**src/rtl/fir_stream_param.sv**
```systemverilog
// rtl/fir_stream_param.sv - parametrised streaming direct-form FIR with loadable coefficients and zero-fed drain
module fir_stream_param #(
  parameter int DW   = 4,
  parameter int CW   = 4,
  parameter int TAPS = 8,
  parameter int CNTW = 9,
  localparam int OW  = DW + CW + $clog2(TAPS),
  localparam int AW  = $clog2(TAPS)
) (
  input  logic            i_clk,
  input  logic            i_rst,
  input  logic            i_start,
  input  logic            i_halt,
  input  logic            i_in_valid,
  input  logic [DW-1:0]   i_in,
  input  logic            i_coef_we,
  input  logic [AW-1:0]   i_coef_addr,
  input  logic [CW-1:0]   i_coef_data,
  output logic [OW-1:0]   o_out,
  output logic            o_out_valid,
  output logic            o_done,
  output logic [CNTW-1:0] o_sample_cnt
);

  typedef enum logic [1:0] {S_IDLE, S_RUN, S_DRAIN, S_DONE} state_t;

  state_t          r_state;
  state_t          w_next_state;

  logic [DW-1:0]   r_x [TAPS];
  logic [CW-1:0]   r_c [TAPS];
  logic [DW-1:0]   w_win [TAPS];
  logic [AW-1:0]   r_drain_cnt;
  logic [OW-1:0]   r_out;
  logic            r_out_valid;
  logic            r_done;
  logic [CNTW-1:0] r_cnt;

  logic            w_shift;
  logic [DW-1:0]   w_shift_data;
  logic            w_start_run;
  logic            w_coef_wr;
  logic            w_drain_last;
  logic [OW-1:0]   w_sum;

  // State register
  always_ff @(posedge i_clk) begin
    if (i_rst) begin
      r_state <= S_IDLE;
    end else begin
      r_state <= w_next_state;
    end
  end

  // Next-state logic and per-cycle datapath controls
  always_comb begin
    w_next_state = r_state;
    w_shift      = 1'b0;
    w_shift_data = '0;
    w_start_run  = 1'b0;
    w_coef_wr    = 1'b0;
    w_drain_last = (r_drain_cnt == AW'(TAPS - 2));
    case (r_state)
      S_IDLE: begin
        w_coef_wr = i_coef_we;
        if (i_start) begin
          w_start_run  = 1'b1;
          w_next_state = S_RUN;
        end
      end
      S_RUN: begin
        if (i_in_valid) begin
          w_shift      = 1'b1;
          w_shift_data = i_in;
        end
        if (i_halt) begin
          w_next_state = S_DRAIN;
        end
      end
      S_DRAIN: begin
        w_shift = 1'b1;
        if (w_drain_last) begin
          w_next_state = S_DONE;
        end
      end
      S_DONE: begin
        w_next_state = S_IDLE;
      end
      default: begin
        w_next_state = S_IDLE;
      end
    endcase
  end

  // Window as it will look after this cycle's shift; only used when shifting
  assign w_win[0] = w_shift_data;
  for (genvar k = 1; k < TAPS; k++) begin : g_win
    assign w_win[k] = r_x[k-1];
  end

  // Exact multiply-accumulate over the post-shift window
  always_comb begin
    w_sum = '0;
    for (int k = 0; k < TAPS; k++) begin
      w_sum = w_sum + OW'(w_win[k]) * OW'(r_c[k]);
    end
  end

  // Delay line: cleared at run start, shifted on accepted or drain samples
  always_ff @(posedge i_clk) begin
    if (i_rst || w_start_run) begin
      for (int k = 0; k < TAPS; k++) begin
        r_x[k] <= '0;
      end
    end else if (w_shift) begin
      for (int k = 0; k < TAPS; k++) begin
        r_x[k] <= w_win[k];
      end
    end
  end

  // Coefficient bank: writable only in IDLE, persists across runs
  always_ff @(posedge i_clk) begin
    if (i_rst) begin
      for (int k = 0; k < TAPS; k++) begin
        r_c[k] <= CW'(1);
      end
    end else if (w_coef_wr && (int'(i_coef_addr) < TAPS)) begin
      r_c[i_coef_addr] <= i_coef_data;
    end
  end

  // Drain length counter, restarts whenever not draining
  always_ff @(posedge i_clk) begin
    if (i_rst || (r_state != S_DRAIN)) begin
      r_drain_cnt <= '0;
    end else begin
      r_drain_cnt <= r_drain_cnt + AW'(1);
    end
  end

  // Output register: new result on every shift, held otherwise
  always_ff @(posedge i_clk) begin
    if (i_rst) begin
      r_out       <= '0;
      r_out_valid <= 1'b0;
    end else begin
      r_out_valid <= w_shift;
      if (w_shift) begin
        r_out <= w_sum;
      end
    end
  end

  // Saturating output-sample counter, cleared at run start
  always_ff @(posedge i_clk) begin
    if (i_rst || w_start_run) begin
      r_cnt <= '0;
    end else if (w_shift && (r_cnt != {CNTW{1'b1}})) begin
      r_cnt <= r_cnt + CNTW'(1);
    end
  end

  // Done pulse follows the DONE state by one register stage
  always_ff @(posedge i_clk) begin
    if (i_rst) begin
      r_done <= 1'b0;
    end else begin
      r_done <= (r_state == S_DONE);
    end
  end

  assign o_out        = r_out;
  assign o_out_valid  = r_out_valid;
  assign o_done       = r_done;
  assign o_sample_cnt = r_cnt;

endmodule

```
**config.mk**
```make
export PLATFORM = sky130hd
export DESIGN_NAME = fir_stream_param
export DESIGN_NICKNAME = d
export VERILOG_FILES = /design/src/rtl/fir_stream_param.sv
export SDC_FILE = /design/constraint.sdc
export NUM_CORES = 1
export LEC_CHECK = 0
export ABC_CLOCK_PERIOD_IN_PS = 15900
export BUFFER_PORTS_ARGS = -buffer_cell sky130_fd_sc_hd__buf_4
export CAP_MARGIN = 15
export CORE_MARGIN = 4
export CORE_UTILIZATION = 65
export DETAILED_ROUTE_END_ITERATION = 10
export HOLD_SLACK_MARGIN = 0.02
export PLACE_DENSITY = 0.84
export REMOVE_ABC_BUFFERS = 1
export SYNTH_ARGS = -nofsm -noshare
export SYNTH_HDL_FRONTEND = slang
export SYNTH_SLANG_ARGS = --single-unit
```
**constraint.sdc**
```tcl
create_clock -name i_clk -period 15.9 [get_ports i_clk]
set_input_delay 0.795 -clock i_clk [delete_from_list [all_inputs] [get_ports i_clk]]
set_output_delay 0.795 -clock i_clk [all_outputs]
set_load 0.02 [all_outputs]
```
==> qor.yml, run 1 <==
timing:
  tns_ns: 0
  fin_skew_ns: 0.01170
  fin_crit_ns: 6.827
  fmax_ghz: 0.1465
  rsz0062_at_grt: "no"
  tightest_slew_ns: 0.5703
  period_share_pct: 42.94
  worst_slack_ns: 9.073
  whs_ns: 0.4567
  setup_violations: 0
  slew_headroom_pct: 61.58
  finalHoldViolCount: 0
  slew_violations: 0
cts:
  cts_hold_buf: 0
  cts.sinks: 87
  htree_levels: 3
  insertion_delay_ns: 0.35
  clkTransAtPathRegs_ns: 0.06
  cts_root_buf: "clkbuf_16"
  postCtsResizedCells: 0
  cts-buffers-inserted: 9
  cts.path.max_buffers: 2
  post_cts_buffers: 0
  cts_tree: "done"
drt:
  first_pass_iters: 7
  vias: 5481
  via_per_inst: 5.559
  drc: 0
  final_antenna_net_count: 0
  drtIter0Drc: 428
  wire_per_inst_um: 17.91
  totalWireLength_um: 17660
logic_synthesis:
  synth_async_sr_flop_share_pct: 0
  netlist_area_um2: 8097
  synth.distinct_cells: 40
  ys_warn_count: 0
  synth_xor_area_share_pct: 1.190
  synth_area_per_cell_um2: 10.50
  syn_inst: 771
  synth-compound-area-share_pct: 2.766
  seq_area_frac_synth_pct: 28.93
  synthMuxAreaShare_pct: 0.2473
  yosys.area_share.adder_pct: 39.56
  synth-edff-count: 60
  synth_ff_type: "edfxtp_1"
  synthSimpleGateAreaFrac_pct: 19.36
  ys_ff_latch: 87
  synth_top_family_by_area: "adder cells"
floorplanning:
  core_um2: 12110
  ios: 39
  die_area_um2: 14310
  die_y_um: 119.6
  placementRows: 40
  initial_core_util_pct: 66.85
  dieWidth_um: 119.6
cells_and_area:
  post-route-cell-area_um2: 8835
  fin_nets: 1020
  syn_to_final_growth_pct: 9.118
  drive_gt1_share_pct: 7.702
  n_antenna_cell: 0
critical_path:
  cp-start-kind: "register"
  path_class: "reg2reg"
  cpMaxStageDelayCell: "fa_1"
  max_stage_delay_ns: 0.54
  path_cells: "inv_1, ha_1, and3_1, nand2_1, fa_1, inv_1, fa_1, inv_1, fa_1, fa_1, inv_1, fa_1, fa_1, inv_1, fa_1, fa_1, fa_1, nand2b_1, a21oi_1, o22ai_1, xor2_1, a211oi_1"
  crit_top_cell: "fa_1"
  reg2reg_slack_ns: 9.07
  worstPathMaxFanout: 6
  cp-end-kind: "register"
  crit_family: "adder cells"
  arrival_ns: 7.08
  crit_buf_inv: 5
  crit_required_ns: 16.15
global_routing:
  grt_pass1_wl_um: 28880
  grt_use_total_pct: 26.23
  antenna_found_initial: 0
  overflow: 0
  grt_start_max_net_pins: 34
  grt_pass1_vias: 5770
worst_hold_path:
  hold_path.class: "reg2reg"
place:
  dpl.hpwl_um: 14360
  numPortBuffers: 38
  place_area_um2: 8568
  pre_cts_slack_ns: 8.904
  gp_congestion: 0.9459
job:
  maxCapViolations: 0
outcome:
  status: "finished, final reports clean"
## Yosys cell counts (2+ instances only)
| cell type | n | area (µm²) |
|---|---|---|
| nor3_1 | 2 | 10.01 |
| a21oi_1 | 13 | 65.06 |
| a211oi_1 | 5 | 37.54 |
| nor4b_1 | 2 | 17.52 |
| nand2b_1 | 7 | 43.79 |
| dfxtp_1 | 27 | 540.5 |
| inv_1 | 158 | 593.1 |
| buf_4 | 2 | 15.01 |
| xnor2_1 | 5 | 43.79 |
| and3_1 | 33 | 206.5 |
| nand4_1 | 2 | 12.51 |
| or2_2 | 2 | 12.51 |
| nor2b_1 | 3 | 18.77 |
| ha_1 | 80 | 1001 |
| o21ai_0 | 9 | 45.04 |
| and2_1 | 126 | 788.3 |
| fa_1 | 110 | 2202 |
| nor2_1 | 29 | 108.9 |
| or3_1 | 7 | 43.79 |
| nand3_1 | 7 | 35.03 |
| edfxtp_1 | 60 | 1802 |
| nand2_1 | 49 | 183.9 |
| xor2_1 | 6 | 52.55 |
| clkbuf_1 | 6 | 22.52 |
| a21o_1 | 4 | 30.03 |
| o211ai_1 | 2 | 15.01 |
| mux2i_1 | 2 | 20.02 |
## layout make-up
cell class	instances	area, µm²
fill	829	3277
sequential	87	2342
clock inverter	5	33.78
timing repair buffer	41	307.8
inverter	159	596.8
multi-input combinational	515	5111
tap	168	210.2
clock buffer	11	232.7
## layout by cell type, fill, tap and decap left out, drive strengths merged, types with 2 or more instances in the layout
cell type / synthesis / routed
and2: 126 / 126
edfxtp: 60 / 60
o211ai: 2 / 2
buf: 4 / 41
a211oi: 5 / 5
or2: 2 / 2
xnor2: 5 / 5
and3: 33 / 33
a21o: 4 / 4
mux2i: 2 / 2
clkbuf: 6 / 11
xor2: 6 / 6
nor2: 29 / 29
ha: 80 / 80
nand2: 49 / 49
nor3: 3 / 3
nor4b: 2 / 2
dfxtp: 27 / 27
nor2b: 3 / 3
nand3: 7 / 7
a21oi: 14 / 14
fa: 110 / 110
o21ai: 9 / 9
clkinv: 0 / 3
or3: 7 / 7
nand2b: 8 / 8
nand4: 3 / 3
inv: 159 / 160
## state kept, by name, indices dropped and copies added, names as in the netlist
register and flops:
r_drain_cnt 3, o_out_valid 1, o_sample_cnt 9, r_c 32
o_out 11, o_done 1, r_x 28, r_state 2
## metal layers
metal,part of all wire [%],track usage (%)
met5,0,0
met4,3.0,10.52
met3,7.6,4.618
met2,49,43.22
met1,40,34.75
## path summary, 6_finish.rpt
path	depth (start not counted)	endpoint	startpoint
min	1	r_drain_cnt[0]	r_drain_cnt[0]
max reg2reg	22	o_out[10]	r_state[1]
max	22	o_out[10]	r_state[1]
min reg2reg	1	r_drain_cnt[0]	r_drain_cnt[0]
## cell families (layout without fill, tap and decap cells)
family	Yosys count	count (layout)
adders and majority gates	190	190
xor gates and xnor gates	11	11
muxes	2	2
and+or+nand+nor	275	275
AOI/OAI and AO/OA	37	37
DFF	87	87
buffers and inverters	169	216
## per-stage QoR
stage               utilization, %  cells
detailed placement           70.74    970
floorplan                        -    761
finish                       72.94    986
global route                 72.94    986
CTS                          72.94    986
global placement             70.74    970
## worst register-to-register path, delay by kind of cell (launching register included)
family / cells / cell delay, ns
AND/OR/NAND/NOR: 3 / 0.56
flip-flops: 1 / 0.34
buffers and inverters: 5 / 0.34
adder cells (fa/ha/maj): 10 / 4.79
AO/OA/AOI/OAI: 3 / 0.57
XOR/XNOR: 1 / 0.15
Power of run 1 is left out: the tool's default activity adds up to more than one toggle a clock period on the data nets, which glitch-free logic cannot reach.
==> run 2: changes to the inputs <==
Settings changed: ABC_CLOCK_PERIOD_IN_PS 15900 to 5850, CORE_UTILIZATION 65 to 57, PLACE_DENSITY 0.84 to 0.78.
Clock period 15.9 ns to 5.85 ns, I/O delays scaled along.
==> run 2 against run 1 <==
Net effect: the run now ends with negative setup slack left; non-clock buffer count is 72 higher; first-iteration DRC count is 19% lower; critical path depth stayed put; flip-flop and latch count stayed put; wire length is 7.7% higher; final cell count is 8.4% higher; hold slack worse by 0.18 ns; critical endpoint unchanged.
==> qor.yml, run 2 (same netlist as run 1, synthesis figures left out) <==
critical_path:
  max_stage_delay_ns: 0.55  # was 0.54 ns
  cpMaxStageDelayCell: "fa_2"  # was fa_1
  crit_top_cell: "fa_1"  # unchanged
  worstPathMaxFanout: 4  # was 6
  reg2reg_to: "o_out[10]"  # unchanged
  cp-end-kind: "register"  # unchanged
  reg2reg_slack_ns: -0.39  # was 9.07 ns
  critical_path.reg2reg.startpoint: "r_state[1]"  # unchanged
  startpoint: "r_state[1]"  # unchanged
  rr_worst_depth: 22  # unchanged
  crit_family: "adder cells"  # unchanged
  path_class: "reg2reg"  # unchanged
  crit_cells: 22  # unchanged
  cp-start-kind: "register"  # unchanged
  path_cells: "inv_2, ha_4, and3_4, nand2_2, fa_1, inv_2, fa_1, inv_2, fa_1, fa_2, inv_2, fa_1, fa_1, inv_2, fa_1, fa_2, fa_2, nand2b_4, a21oi_4, o22ai_2, xor2_1, a211oi_2"  # was inv_1, ha_1, and3_1, nand2_1, fa_1, inv_1, fa_1, inv_1, fa_1, fa_1, inv_1, fa_1, fa_1, inv_1, fa_1, fa_1, fa_1, nand2b_1, a21oi_1, o22ai_1, xor2_1, a211oi_1
  crit_end: "o_out[10]"  # unchanged
  arrival_ns: 6.50  # was 7.08 ns
  crit_required_ns: 6.12  # was 16.15 ns
  crit_buf_inv: 5  # unchanged
cells_and_area:
  multi_input_area_um2: 5259  # was 5111 µm²
  final-instance-count-excl-fill: 1069  # was 986
  n_antenna_cell: 0  # unchanged
  syn_to_final_growth_pct: 18.39  # was 9.118%
  largest-register: "r_c"  # unchanged
  drive_gt1_share_pct: 19.35  # was 7.702%
  mostFrequentLayoutCell: "inv_1"  # unchanged
  fillers: 962  # was 829
  postLayoutCoreUtil_pct: 69.06  # was 72.94%
  fin_nets: 1092  # was 1020
  layout_common_cells: "inv_1 (150), and2_1 (126), buf_4 (109)"  # was inv_1 (158), and2_1 (126), fa_1 (110)
  largest_reg_flops: 32  # unchanged
  final-seq-area_um2: 2345  # was 2342 µm²
place:
  place_inst: 1044  # was 970
  dpl.hpwl_um: 15140  # was 14360 µm
  gp_congestion: 0.9086  # was 0.9459
  numPortBuffers: 38  # unchanged
drt:
  vias: 5738  # was 5481
  met2WireLength_um: 9429  # was 8693 µm
  wl_met3_um: 1471  # was 1345 µm
  wl_met1_um: 7641  # was 7093 µm
  first_pass_iters: 5  # was 7
  drc: 0  # unchanged
  totalWireLength_um: 19010  # was 17660 µm
  via_per_inst: 5.368  # was 5.559
  drtIter0Drc: 347  # was 428
  wire_per_inst_um: 17.78  # was 17.91 µm
  final_antenna_net_count: 0  # unchanged
  highest_layer: "met4"  # unchanged
timing:
  tns_ns: -2.206  # was 0 ns
  fin_skew_ns: 0.007793  # was 0.01170 ns
  fmax_ghz: 0.1603  # was 0.1465 GHz
  worst_slack_ns: -0.3889  # was 9.073 ns
  tightest_slew_ns: 0.8118  # was 0.5703 ns
  setup_violations: 7  # was 0
  slew_headroom_pct: 45.31  # was 61.58%
  finalHoldViolCount: 0  # unchanged
  period_share_pct: 106.6  # was 42.94%
  fin_crit_ns: 6.239  # was 6.827 ns
  slew_violations: 0  # unchanged
  rsz0062_at_grt: "yes"  # was no
floorplanning:
  placementRows: 43  # was 40
  ios: 39  # unchanged
  die_area_um2: 16170  # was 14310 µm²
  dieWidth_um: 127.2  # was 119.6 µm
  initial_core_util_pct: 58.33  # was 66.85%
  core_um2: 13880  # was 12110 µm²
  die_y_um: 127.2  # was 119.6 µm
global_routing:
  grt_pass1_wl_um: 31330  # was 28880 µm
  grt_use_total_pct: 25.09  # was 26.23%
  grt_start_max_net_pins: 34  # unchanged
  grt_pass1_vias: 6201  # was 5770
  antenna_found_initial: 0  # unchanged
  overflow: 0  # unchanged
job:
  maxCapViolations: 0  # unchanged
cts:
  cts_root_buf: "clkbuf_16"  # unchanged
  cts.sinks: 87  # unchanged
  insertion_delay_ns: 0.35  # about the same
  htree_levels: 3  # unchanged
  cts_tree: "done"  # unchanged
  cts-buffers-inserted: 9  # unchanged
  cts.path.max_buffers: 2  # unchanged
  clkTransAtPathRegs_ns: 0.07  # was 0.06 ns
worst_hold_path:
  hold_path.class: "in2reg"  # was reg2reg
  hp-start: "i_coef_data[0]"  # was r_drain_cnt[0]
outcome:
  violations: "negative setup slack"
  status: "finished, violations left"  # was finished, final reports clean
## run 2: cell types whose count changed in the layout (fill, tap and decap cells not counted), sizes merged
cell,previous run,this run
bufinv,0,1
buf,41,113
clkbuf,11,9
## run 2: repair_timing
item / 4_1_cts / 5_1_grt
endpoints found under the setup margin: 8 / 8
gates resized for setup: 36 / 7
pin swaps: 39 / 20
hold buffers: 0 / 0
buffers inserted: 6 / 5
## run 2: worst min path at each step
| stage | endpoint | slack [ns] | depth (start not counted) |
|---|---|---|---|
| floorplan | o_out[0] | 0.36 | 1 |
| global placement | r_drain_cnt[0] | 0.42 | 1 |
| detailed placement | r_drain_cnt[0] | 0.44 | 1 |
| CTS | r_c[6][0] | 0.28 | 2 |
| global route | r_c[0][0] | 0.30 | 2 |
| finish | r_c[6][0] | 0.28 | 2 |
## run 2: worst register-to-register path, stage by stage, from the launching register on
cell	delay, ns
dfxtp_2	0.32
inv_2	0.07
ha_4	0.14
and3_4	0.18
nand2_2	0.06
fa_1	0.54
inv_2	0.04
fa_1	0.49
inv_2	0.04
fa_1	0.46
fa_2	0.55
inv_2	0.04
fa_1	0.46
fa_1	0.51
inv_2	0.04
fa_1	0.49
fa_2	0.52
fa_2	0.42
nand2b_4	0.17
a21oi_4	0.16
o22ai_2	0.10
xor2_1	0.16
a211oi_2	0.20
## run 2: final cells by class
type	count	share of cell area [%]
Multi-Input combinational cell	515	54.86
Sequential cell	87	24.46
Timing Repair Buffer	113	9.007
Inverter	159	6.226
Clock buffer	9	2.350
Tap cell	180	2.350
Clock inverter	6	0.7440
## run 2: routing by layer
metal / track usage (%) / vias up
li1: - / 2637
met1: 34.02 / 2858
met2: 41.03 / 210
met3: 5.727 / 33
met4: 6.940 / 0
met5: 0 / -
## run 2: metrics by stage
stage	hold slack (ns)	cell area, µm²	setup slack [ns]
final	0.2816	9585	-0.3889
after global routing	0.2968	9585	-0.5689
after CTS	0.2805	9535	-0.3468
after detailed placement	0.4398	9051	-0.7048
after global placement	0.4234	9051	-0.5999
after floorplan	0.3616	8050	-0.5251
Power of run 2 is left out for the same reason.
